===== src/rtl/thee_nco_multi.sv =====
// thee_nco_multi: multi-channel NCO, slew-limited retuning, per-channel lock.
// Optional phase dither: define THEE_NCO_DITHER_EN.
module thee_nco_multi #(
  parameter int NCH        = 4,
  parameter int ACC_W      = 16,
  parameter int CODE_W     = 8,
  parameter int CODE_MIN   = -100,
  parameter int CODE_MAX   = 100,
  parameter int FCW_MIN    = 1024,
  parameter int FCW_MAX    = 2048,
  parameter int SLEW_STEP  = 64,
  parameter int SETTLE_CYC = 4
) (
  input  logic                                 clk,
  input  logic                                 rst_n,
  input  logic                                 ctrl_valid,
  output logic                                 ctrl_ready,
  input  logic [((NCH > 1) ? $clog2(NCH) : 1)-1:0] ctrl_ch,
  input  logic signed [CODE_W-1:0]             ctrl_code,
  input  logic [NCH-1:0]                       en,
  output logic [NCH-1:0]                       clk_out,
  output logic [NCH-1:0]                       lock,
  output logic [NCH*ACC_W-1:0]                 fcw_cur
);

  localparam int CH_W   = (NCH > 1) ? $clog2(NCH) : 1;
  localparam int SPAN   = CODE_MAX - CODE_MIN;
  localparam int DF     = FCW_MAX - FCW_MIN;
  localparam int SPAN_W = $clog2(SPAN + 1) + 1;
  localparam int PROD_W = SPAN_W + ACC_W;
  localparam int CNT_W  = $clog2(SETTLE_CYC + 1);

  localparam logic [ACC_W-1:0] STEP = ACC_W'(SLEW_STEP);
  localparam logic [ACC_W-1:0] FMIN = ACC_W'(FCW_MIN);
  localparam logic [CNT_W-1:0] CLAST = CNT_W'(SETTLE_CYC - 1);

  if (CODE_MAX <= CODE_MIN) begin : g_bad_code
    $error("thee_nco_multi: CODE_MAX must exceed CODE_MIN");
  end
  if (FCW_MAX < FCW_MIN) begin : g_bad_fcw
    $error("thee_nco_multi: FCW_MAX below FCW_MIN");
  end
  if (FCW_MAX >= (1 << (ACC_W - 1))) begin : g_bad_nyq
    $error("thee_nco_multi: FCW_MAX must be below 2^(ACC_W-1)");
  end
  if (SLEW_STEP == 0) begin : g_bad_slew
    $error("thee_nco_multi: SLEW_STEP must be nonzero");
  end
  if (SETTLE_CYC == 0) begin : g_bad_settle
    $error("thee_nco_multi: SETTLE_CYC must be nonzero");
  end

  typedef enum logic [1:0] {
    ST_OFF,
    ST_SLEW,
    ST_LOCK
  } st_e;

  logic              s1_v_q;
  logic              s2_v_q;
  logic [CH_W-1:0]   s1_ch_q;
  logic [CH_W-1:0]   s2_ch_q;
  logic [PROD_W-1:0] s1_prod_q;
  logic [PROD_W-1:0] s1_prod_d;
  logic [ACC_W-1:0]  s2_fcw_q;
  logic [ACC_W-1:0]  s2_fcw_d;
  logic              xfer;
  int                code_s;
  int                code_c;

  assign ctrl_ready = !(s1_v_q || s2_v_q);
  assign xfer = ctrl_valid && ctrl_ready;

  // stage 1 math: clamp the code, scale its offset by the fcw span
  always_comb begin
    code_s = 32'(ctrl_code);
    code_c = code_s;
    if (code_s < CODE_MIN) code_c = CODE_MIN;
    if (code_s > CODE_MAX) code_c = CODE_MAX;
    s1_prod_d = PROD_W'(code_c - CODE_MIN) * PROD_W'(DF);
  end

  // stage 2 math: truncating divide by code span, offset by FCW_MIN
  always_comb begin
    s2_fcw_d = ACC_W'(s1_prod_q / PROD_W'(SPAN)) + FMIN;
  end

  // mapping pipeline registers; ready is low while either stage is busy
  always_ff @(posedge clk or negedge rst_n) begin
    if (!rst_n) begin
      s1_v_q    <= 1'b0;
      s2_v_q    <= 1'b0;
      s1_ch_q   <= '0;
      s2_ch_q   <= '0;
      s1_prod_q <= '0;
      s2_fcw_q  <= FMIN;
    end else begin
      s1_v_q <= xfer;
      s2_v_q <= s1_v_q;
      if (xfer) begin
        s1_ch_q   <= ctrl_ch;
        s1_prod_q <= s1_prod_d;
      end
      if (s1_v_q) begin
        s2_ch_q  <= s1_ch_q;
        s2_fcw_q <= s2_fcw_d;
      end
    end
  end

`ifdef THEE_NCO_DITHER_EN
  logic [15:0] lfsr_q;

  // shared maximal-length Galois LFSR, x^16+x^14+x^13+x^11+1
  always_ff @(posedge clk or negedge rst_n) begin
    if (!rst_n) lfsr_q <= 16'hACE1;
    else lfsr_q <= {1'b0, lfsr_q[15:1]} ^ (lfsr_q[0] ? 16'hB400 : 16'h0000);
  end
`endif

  for (genvar i = 0; i < NCH; i++) begin : g_ch
    st_e              st_q;
    logic [ACC_W-1:0] fcw_q;
    logic [ACC_W-1:0] tgt_q;
    logic [ACC_W-1:0] phase_q;
    logic [ACC_W-1:0] slew_d;
    logic [ACC_W-1:0] inc;
    logic [CNT_W-1:0] cnt_q;
    logic             lock_q;
    logic             wr;
    logic             wr_new;
    logic             on_tgt;

    assign wr     = s2_v_q && (s2_ch_q == CH_W'(i));
    assign wr_new = wr && (s2_fcw_q != tgt_q);
    assign on_tgt = (fcw_q == tgt_q);

`ifdef THEE_NCO_DITHER_EN
    assign inc = fcw_q + ACC_W'(lfsr_q[i % 16]);
`else
    assign inc = fcw_q;
`endif

    // one bounded step toward the target, landing exactly on it
    always_comb begin
      slew_d = fcw_q;
      if (fcw_q < tgt_q) begin
        slew_d = (tgt_q - fcw_q > STEP) ? fcw_q + STEP : tgt_q;
      end else if (fcw_q > tgt_q) begin
        slew_d = (fcw_q - tgt_q > STEP) ? fcw_q - STEP : tgt_q;
      end
    end

    // channel FSM; a low enable forces OFF whatever else happens
    always_ff @(posedge clk or negedge rst_n) begin
      if (!rst_n) begin
        st_q    <= ST_OFF;
        fcw_q   <= FMIN;
        tgt_q   <= FMIN;
        phase_q <= '0;
        cnt_q   <= '0;
        lock_q  <= 1'b0;
      end else begin
        if (wr) tgt_q <= s2_fcw_q;
        if (!en[i]) begin
          st_q    <= ST_OFF;
          fcw_q   <= FMIN;
          phase_q <= '0;
          cnt_q   <= '0;
          lock_q  <= 1'b0;
        end else begin
          unique case (st_q)
            ST_OFF: begin
              st_q  <= ST_SLEW;
              cnt_q <= '0;
            end
            ST_SLEW: begin
              phase_q <= phase_q + inc;
              fcw_q   <= slew_d;
              if (wr_new || !on_tgt) begin
                cnt_q <= '0;
              end else if (cnt_q == CLAST) begin
                st_q   <= ST_LOCK;
                lock_q <= 1'b1;
                cnt_q  <= '0;
              end else begin
                cnt_q <= cnt_q + CNT_W'(1);
              end
            end
            ST_LOCK: begin
              phase_q <= phase_q + inc;
              if (wr_new) begin
                st_q   <= ST_SLEW;
                lock_q <= 1'b0;
                cnt_q  <= '0;
              end
            end
            default: begin
              st_q   <= ST_OFF;
              lock_q <= 1'b0;
            end
          endcase
        end
      end
    end

    assign clk_out[i] = phase_q[ACC_W-1];
    assign lock[i]    = lock_q;
    assign fcw_cur[i*ACC_W +: ACC_W] = fcw_q;
  end

endmodule


===== config.mk =====
export PLATFORM = sky130hd
export DESIGN_NAME = thee_nco_multi
export DESIGN_NICKNAME = d
export VERILOG_FILES = /design/src/rtl/thee_nco_multi.sv
export SDC_FILE = /design/constraint.sdc
export NUM_CORES = 1
export LEC_CHECK = 0
export CAP_MARGIN = 10
export CORE_ASPECT_RATIO = 0.7
export CORE_UTILIZATION = 60
export CTS_CLUSTER_SIZE = 16
export DETAILED_ROUTE_END_ITERATION = 12
export GPL_ROUTABILITY_DRIVEN = 0
export GPL_TIMING_DRIVEN = 0
export PLACE_DENSITY = 0.78
export SLEW_MARGIN = 20
export SYNTH_ARGS = -nofsm -noshare
export SYNTH_HDL_FRONTEND = slang
export SYNTH_SLANG_ARGS = --single-unit

===== constraint.sdc =====
create_clock -name clk -period 32.4 [get_ports clk]
set_input_delay 8.1 -clock clk [delete_from_list [all_inputs] [get_ports clk]]
set_output_delay 8.1 -clock clk [all_outputs]
set_load 0.01 [all_outputs]

# == Word-level counts from Yosys, hierarchy flattened ==
# Cells that the tools add are included.
# totals
wordCells,268
reg_bits,253
in_bits,17
# op_classes
n_reduce_logical,44
magnitude_cmp,18
n_addsub,26
n_eq_ne,55
muxes,94
div,1
# op_table
op,n
$mux W16,32
$gt A16 B7 Y1 const B,8
$sub A16 B16 Y16,8
$add A16 B16 Y16,4
$add A16 B7 Y16 const B,4
$eq A16 B16 Y1,4
$gt A16 B16 Y1,4
$lt A16 B16 Y1,4
$ne A16 B16 Y1,4
$sub A16 B7 Y16 const B,4
$mux W3,16
$ne A3 B3 Y1 const B,12
$pmux W3 S3,4
$mux W2,16
$mux W15,2
$div A25 B8 Y25 const B,1
$pmux W2 S3,4
$add A16 B11 Y16 const B,1
$mux W1,16
$ne A2 B2 Y1 const B,8
$ne A4 B1 Y1 const B,4
$reduce_and A2 Y1,8
$reduce_and A4 Y1,4
$sub A15 B8 Y15 const B,1
15 further kinds,65

# == Depth between registers and ports, before layout ==
# Gate-level depths: netlist of the first run.
# logic_depth
word_depth,7
ltp_mapped,61
ltp_nobuf,53

# == Worst setup path before layout of the first run ==
# No wires, ideal clock.
# synth_path
path_type,register -> register
startpoint,register s1_prod_q[21]
endpoint,register s2_fcw_q[0]
path_slack_ns,19.872
t_required_ns,32.274
t_arrival_ns,12.402
stages_incl_launch_ff,58
setup_time_ns,0.126
path_cell_list,dfrtp_1 -> buf_4 -> a21boi_1 -> mux2i_1 -> nand4_1 -> a2111oi_1 -> nor3b_2 -> a21oi_2 -> nor2_1 -> buf_6 -> o311a_1 -> a21oi_1 -> a21o_2 -> a21o_2 -> a41oi_4 -> o32a_1 -> and2_1 -> buf_4 -> [22 not listed] -> and2_1 -> buf_4 -> ha_1 -> and3_1 -> mux2_4 -> a21oi_4 -> ha_1 -> nand2_1 -> mux2_4 -> o211ai_2 -> inv_1 -> ha_1 -> and2_1 -> or3_1 -> a21oi_1 -> o21ai_0 -> mux2_2 -> o32a_1
# synth_between
elab_chain_len,2
# synth_lines
item,line_no,rtl
from (decl),63,logic [PROD_W-1:0] s1_prod_q;
from (signal assigned),102,s1_prod_q <= s1_prod_d;
$div A25 B8 Y25,85,s2_fcw_d = ACC_W'(s1_prod_q / PROD_W'(SPAN)) + FMIN;
$add A16 B11 Y16,85,
to (signal assigned),106,s2_fcw_q <= s2_fcw_d;
to (decl),65,logic [ACC_W-1:0] s2_fcw_q;
# No other way between the ends.
# A chain may end at the register's enable or synchronous reset.

# == Final worst setup path of the first run ==
# Ends and elaborated chain as after synthesis.

==> results of run 1 <==
## state kept, by name, indices dropped and copies added, names as in the netlist
| signal | count |
|---|---|
| g_ch.cnt_q | 12 |
| s2_v_q | 1 |
| g_ch.st_q | 8 |
| g_ch.fcw_q | 64 |
| g_ch.lock_q | 4 |
| s1_prod_q | 13 |
| s2_ch_q | 2 |
| g_ch.phase_q | 64 |
| s2_fcw_q | 16 |
| s1_ch_q | 2 |
| s1_v_q | 1 |
| g_ch.tgt_q | 64 |
## per-layer routing
layer  wire, microns  GRT usage  vias up
met4            1700     0.0820        0
met2           30500      0.500     1096
met5               0          0        -
met3            5450     0.0478      171
met1           31100      0.454    11200
li1                -          -    10900
## cells by family after synthesis
kind of cell,Yosys count,synth area share
XOR/XNOR,257,0.0918
buffers and inverters,401,0.0645
AO/OA/AOI/OAI,866,0.243
adder cells (fa/ha/maj),232,0.118
flip-flops,251,0.251
AND/OR/NAND/NOR,863,0.176
multiplexers,132,0.0561
## worst max-delay path, delay by kind of cell (launching register included)
family | cells | cell delay, ns
DFF | 1 | 0.45
and+or+nand+nor | 16 | 3.64
muxes | 5 | 1.26
adders and majority gates | 6 | 1.82
buffers and inverters | 10 | 1.70
xor gates and xnor gates | 1 | 0.43
AOI/OAI and AO/OA | 19 | 5.51
## metrics by stage
| stage | utilization | instance area (sq um) | std cells | hold WS (ns) | setup WS, ns |
|---|---|---|---|---|---|
| after global placement | 0.648 | 26700 | 3634 | 0.354 | 12.42 |
| after floorplan | - | 25100 | 3002 | 0.352 | 19.87 |
| after detailed placement | 0.650 | 26700 | 3636 | 0.362 | 17.93 |
| after CTS | 0.674 | 27700 | 3688 | 0.374 | 17.82 |
| after global routing | 0.674 | 27700 | 3688 | 0.397 | 16.56 |
| final | 0.674 | 27700 | 3688 | 0.380 | 17.45 |
## final timing paths
path                               start  slack [ns]                  end
max reg2reg                s1_prod_q[21]       17.45          s2_fcw_q[0]
max                        s1_prod_q[21]       17.45          s2_fcw_q[0]
min reg2reg                       s1_v_q        0.38               s2_v_q
min                               s1_v_q        0.38               s2_v_q
min in group asynchronous          rst_n        7.46  g_ch[3].phase_q[12]
max in group asynchronous          rst_n       23.94          s2_fcw_q[5]
## cell type report
class | count | area, sq um | area share
flip-flops and latches | 251 | 6290 | 0.227
well taps | 544 | 681 | 0.0246
plain buffers | 157 | 701 | 0.0253
repair buffers | 90 | 941 | 0.0340
multi-input cells | 2350 | 17200 | 0.620
clock inverters | 9 | 179 | 0.00646
clock buffers | 43 | 807 | 0.0291
inverters | 244 | 918 | 0.0332
## synth_stat cells, types with 25 or more instances
cell,instances
nand2b_1,47
and3_1,25
clkbuf_1,112
o221ai_1,27
nor2b_1,101
a21oi_1,166
a21o_1,137
nand4_1,45
nand3_1,88
inv_1,239
nor3_1,66
ha_1,223
a22o_1,27
nor4_1,26
nand2_1,219
o21ai_0,175
dfrtp_1,242
and2_1,32
xnor2_1,189
xor2_1,63
mux2_2,53
mux2i_1,75
nor2_1,145
o21bai_1,44
==> results.cfg, run 1 <==
[run_status]
status = finished clean

[critical_path]
arrival_ns = 15.42
slowest_stage = nor3_1
required_ns = 32.87
cp_slowest_stage_delay_ns = 0.57
reg2regPathDepth = 57
crit_top_cell = ha_1
end_kind = flip-flop
path_class = reg2reg
critPathLaunchType = flip-flop
crit_fanout = 11

[clock_tree]
cts_tree = yes
cts.path.max_buffers = 3
cts.repair.resized = 0
cts_root_buf = clkbuf_16
ctsHoldBuffers = 0
numCtsBuffers = 28
clkSlewWorstSetupHoldPaths_ns = 0.07
cts_setup_buffers = 0
h-tree-depth = 1
cts_sinks = 251
clk_latency_ns = 0.60

[drt]
wl_mm = 68.7
drt_iter0_drc = 2805
wire_per_inst_microns = 18.6
via_per_inst = 6.35
detail-route-antenna-nets = 0
vias = 23400
drcViolationCount = 0
dr.pass1.iters = 6

[cells_and_area]
final_common_cell = dfrtp_1
fillerInstances = 3240
drive_above_1_share = 0.0703
area_growth_pct = 10.4
diodes = 0
final_cell_mix = dfrtp_1, inv_1, ha_1
nNetsFinal = 3370

[grt]
grt_usage = 0.318
grt_pass1_wl_mm = 113
grt_max_degree = 99
grt_overflow = 0
antenna_found_initial = 0
grt_pass1_vias = 22700

[synthesis]
synthCells = 3002
synth-async-reset-ratio = 1.00
ys_seq_area_frac = 0.251
syn_area_sq_mm = 0.0251
synth.avg_cell_area_sq_um = 8.36
synth.top_cell.area_share = 0.241
synth_edf_count = 0
synth_top_cell_by_area = dfrtp_1
synth_seq_cells = 251
synth_cell_type_count = 122
syn_nets = 3250
synth_area_leaders = dfrtp_1, ha_1, xnor2_1
yosys_warnings = 0
synth_flop_cell = dfrtp_1

[flow_run]
drv_cap = 0

[die]
die_h_microns = 173
core_area_sq_mm = 0.0411
ios = 90
start_util = 0.610
die_width_microns = 246
die_area_sq_mm = 0.0427
rows = 62

[timing]
setup_viol_count_final = 0
fmax_mhz = 66.9
tightest_slew_ns = 1.07
clock_skew_ns = 0.0316
fin_tns_setup_ns = 0
hold_viol_final = 0
min_period_over_period = 0.461
period_minus_slack_ns = 14.95
slew_viol_final = 0
relSlewSlack = 0.280
rsz0062_at_grt = no

[min_path]
hold_class = reg2reg
whs_path_depth = 0

[placement]
dp_hpwl_mm = 52.2
port_buffers = 88
Power of run 1 is not shown: default switching activity piles up to over one toggle a cycle in this logic, so the estimate is an artifact.
==> run 2: changes to the inputs <==
- clock period: 32.4 -> 14.5 ns (I/O delays scaled with it)
==> results.cfg, run 2 (synthesis results as in run 1) <==
[run_status]
status = finished clean

[timing]
min_period_over_period = 0.968
clock_skew_ns = 0.0323
tightest_slew_ns = 1.08
fmax_mhz = 71.3
layout_setup_ws_ns = 0.471
hold-worst-slack_ns = 0.386
setup_viol_count_final = 0
slew_viol_final = 0
relSlewSlack = 0.270
hold_viol_final = 0
period_minus_slack_ns = 14.03

[cells_and_area]
drive_above_1_share = 0.0825
final_cell_mix = dfrtp_1, inv_1, ha_1
diodes = 0
top_regs = g_ch.fcw_q: 64 flops, g_ch.phase_q: 64 flops, g_ch.tgt_q: 64 flops
final_common_cell = dfrtp_1
fillerInstances = 3198
area_growth_pct = 11.7
nNetsFinal = 3390

[critical_path]
cp_slowest_stage_delay_ns = 0.54
end_kind = flip-flop
crit_buf_inv = 10
r2r_start = s1_prod_q[22]
required_ns = 14.96
rr_endpoint = s2_fcw_q[0]
slowest_stage = a2111o_1
critPathLaunchType = flip-flop
reg2regPathDepth = 56
critPathTopFamily = compound AO/OA/AOI/OAI gates
crit_fanout = 11
ff2ff_setup_slack_ns = 0.47
path_class = reg2reg
crit_top_cell = ha_1
arrival_ns = 14.49

[die]
ios = 90
die_width_microns = 246
die_area_sq_mm = 0.0427
rows = 62
die_h_microns = 173
core_area_sq_mm = 0.0411
start_util = 0.610

[grt]
antenna_found_initial = 0
grt_max_degree = 99
grt_pass1_wl_mm = 113
grt_pass1_vias = 22700
grt_overflow = 0
grt_usage = 0.318

[drt]
dr.pass1.iters = 8
drt_iter0_drc = 2756
detail-route-antenna-nets = 0
wl_mm = 69.2
wire_per_inst_microns = 18.7
via_per_inst = 6.35
drcViolationCount = 0
vias = 23500

[clock_tree]
clkSlewWorstSetupHoldPaths_ns = 0.07
numCtsBuffers = 28
cts_tree = yes
cts_sinks = 251
cts_root_buf = clkbuf_16
h-tree-depth = 1
clk_latency_ns = 0.60
cts.path.max_buffers = 3

[min_path]
min_to = s2_v_q
whs_path_depth = 0
min-delay-start = s1_v_q
hold_class = reg2reg

[placement]
dp_hpwl_mm = 52.2
place_ws_ns = 0.0264
port_buffers = 88

[flow_run]
drv_cap = 0
==> run 2: layout make-up <==
type | count | area (sq um) | share of cell area
Buffer | 157 | 708 | 0.0253
Clock buffer | 43 | 807 | 0.0288
Clock inverter | 9 | 179 | 0.00638
Inverter | 244 | 918 | 0.0328
Multi-Input combinational cell | 2350 | 17400 | 0.619
Sequential cell | 251 | 6290 | 0.224
Tap cell | 544 | 681 | 0.0243
Timing Repair Buffer | 110 | 1090 | 0.0389
==> run 2: worst register-to-register path: cells and delay by family, from the launching register on <==
kind / cells / cell delay [ns]
AO/OA/AOI/OAI: 23 / 5.81
AND/OR/NAND/NOR: 14 / 3.42
adder cells (fa/ha/maj): 6 / 1.79
buffers and inverters: 10 / 1.54
multiplexers: 3 / 0.88
flip-flops: 1 / 0.45
==> run 2: metal layers <==
layer,vias to the layer above,global-route usage,share of wire
met5,-,0,0
met4,0,0.0833,0.026
met3,190,0.0487,0.084
met2,1107,0.499,0.45
met1,11300,0.453,0.45
li1,11000,-,-
==> run 2: worst max path at each step <==
stage	startpoint	cells past startpoint	slack (ns)	endpoint
floorplan	s1_prod_q[21]	57	1.97	s2_fcw_q[0]
detailed placement	s1_prod_q[21]	56	0.03	s2_fcw_q[0]
global route	s1_prod_q[24]	58	-0.05	s2_fcw_q[0]
finish	s1_prod_q[22]	56	0.47	s2_fcw_q[0]
global placement	rst_n	1	-1.01	g_ch[1].fcw_q[14]
CTS	s1_prod_q[23]	56	0.09	s2_fcw_q[0]
==> run 2: what timing repair did <==
action	4_1_cts	5_1_grt
pin swaps	1	10
endpoints found under the hold margin	0	0
resized for setup	1	36
setup buffers	2	18
endpoints found under the setup margin	1	2
hold buffers	0	0
==> run 2: through the flow <==
step	cells	setup TNS (ns)	utilization	instance area, sq um
after CTS	3690	0	0.674	27700
after global routing	3708	-0.0506	0.682	28000
after detailed placement	3636	0	0.650	26700
final	3708	0	0.682	28000
after global placement	3634	-238.87	0.648	26700
after floorplan	3002	0	-	25100
Power of run 2 is left out for the same reason.
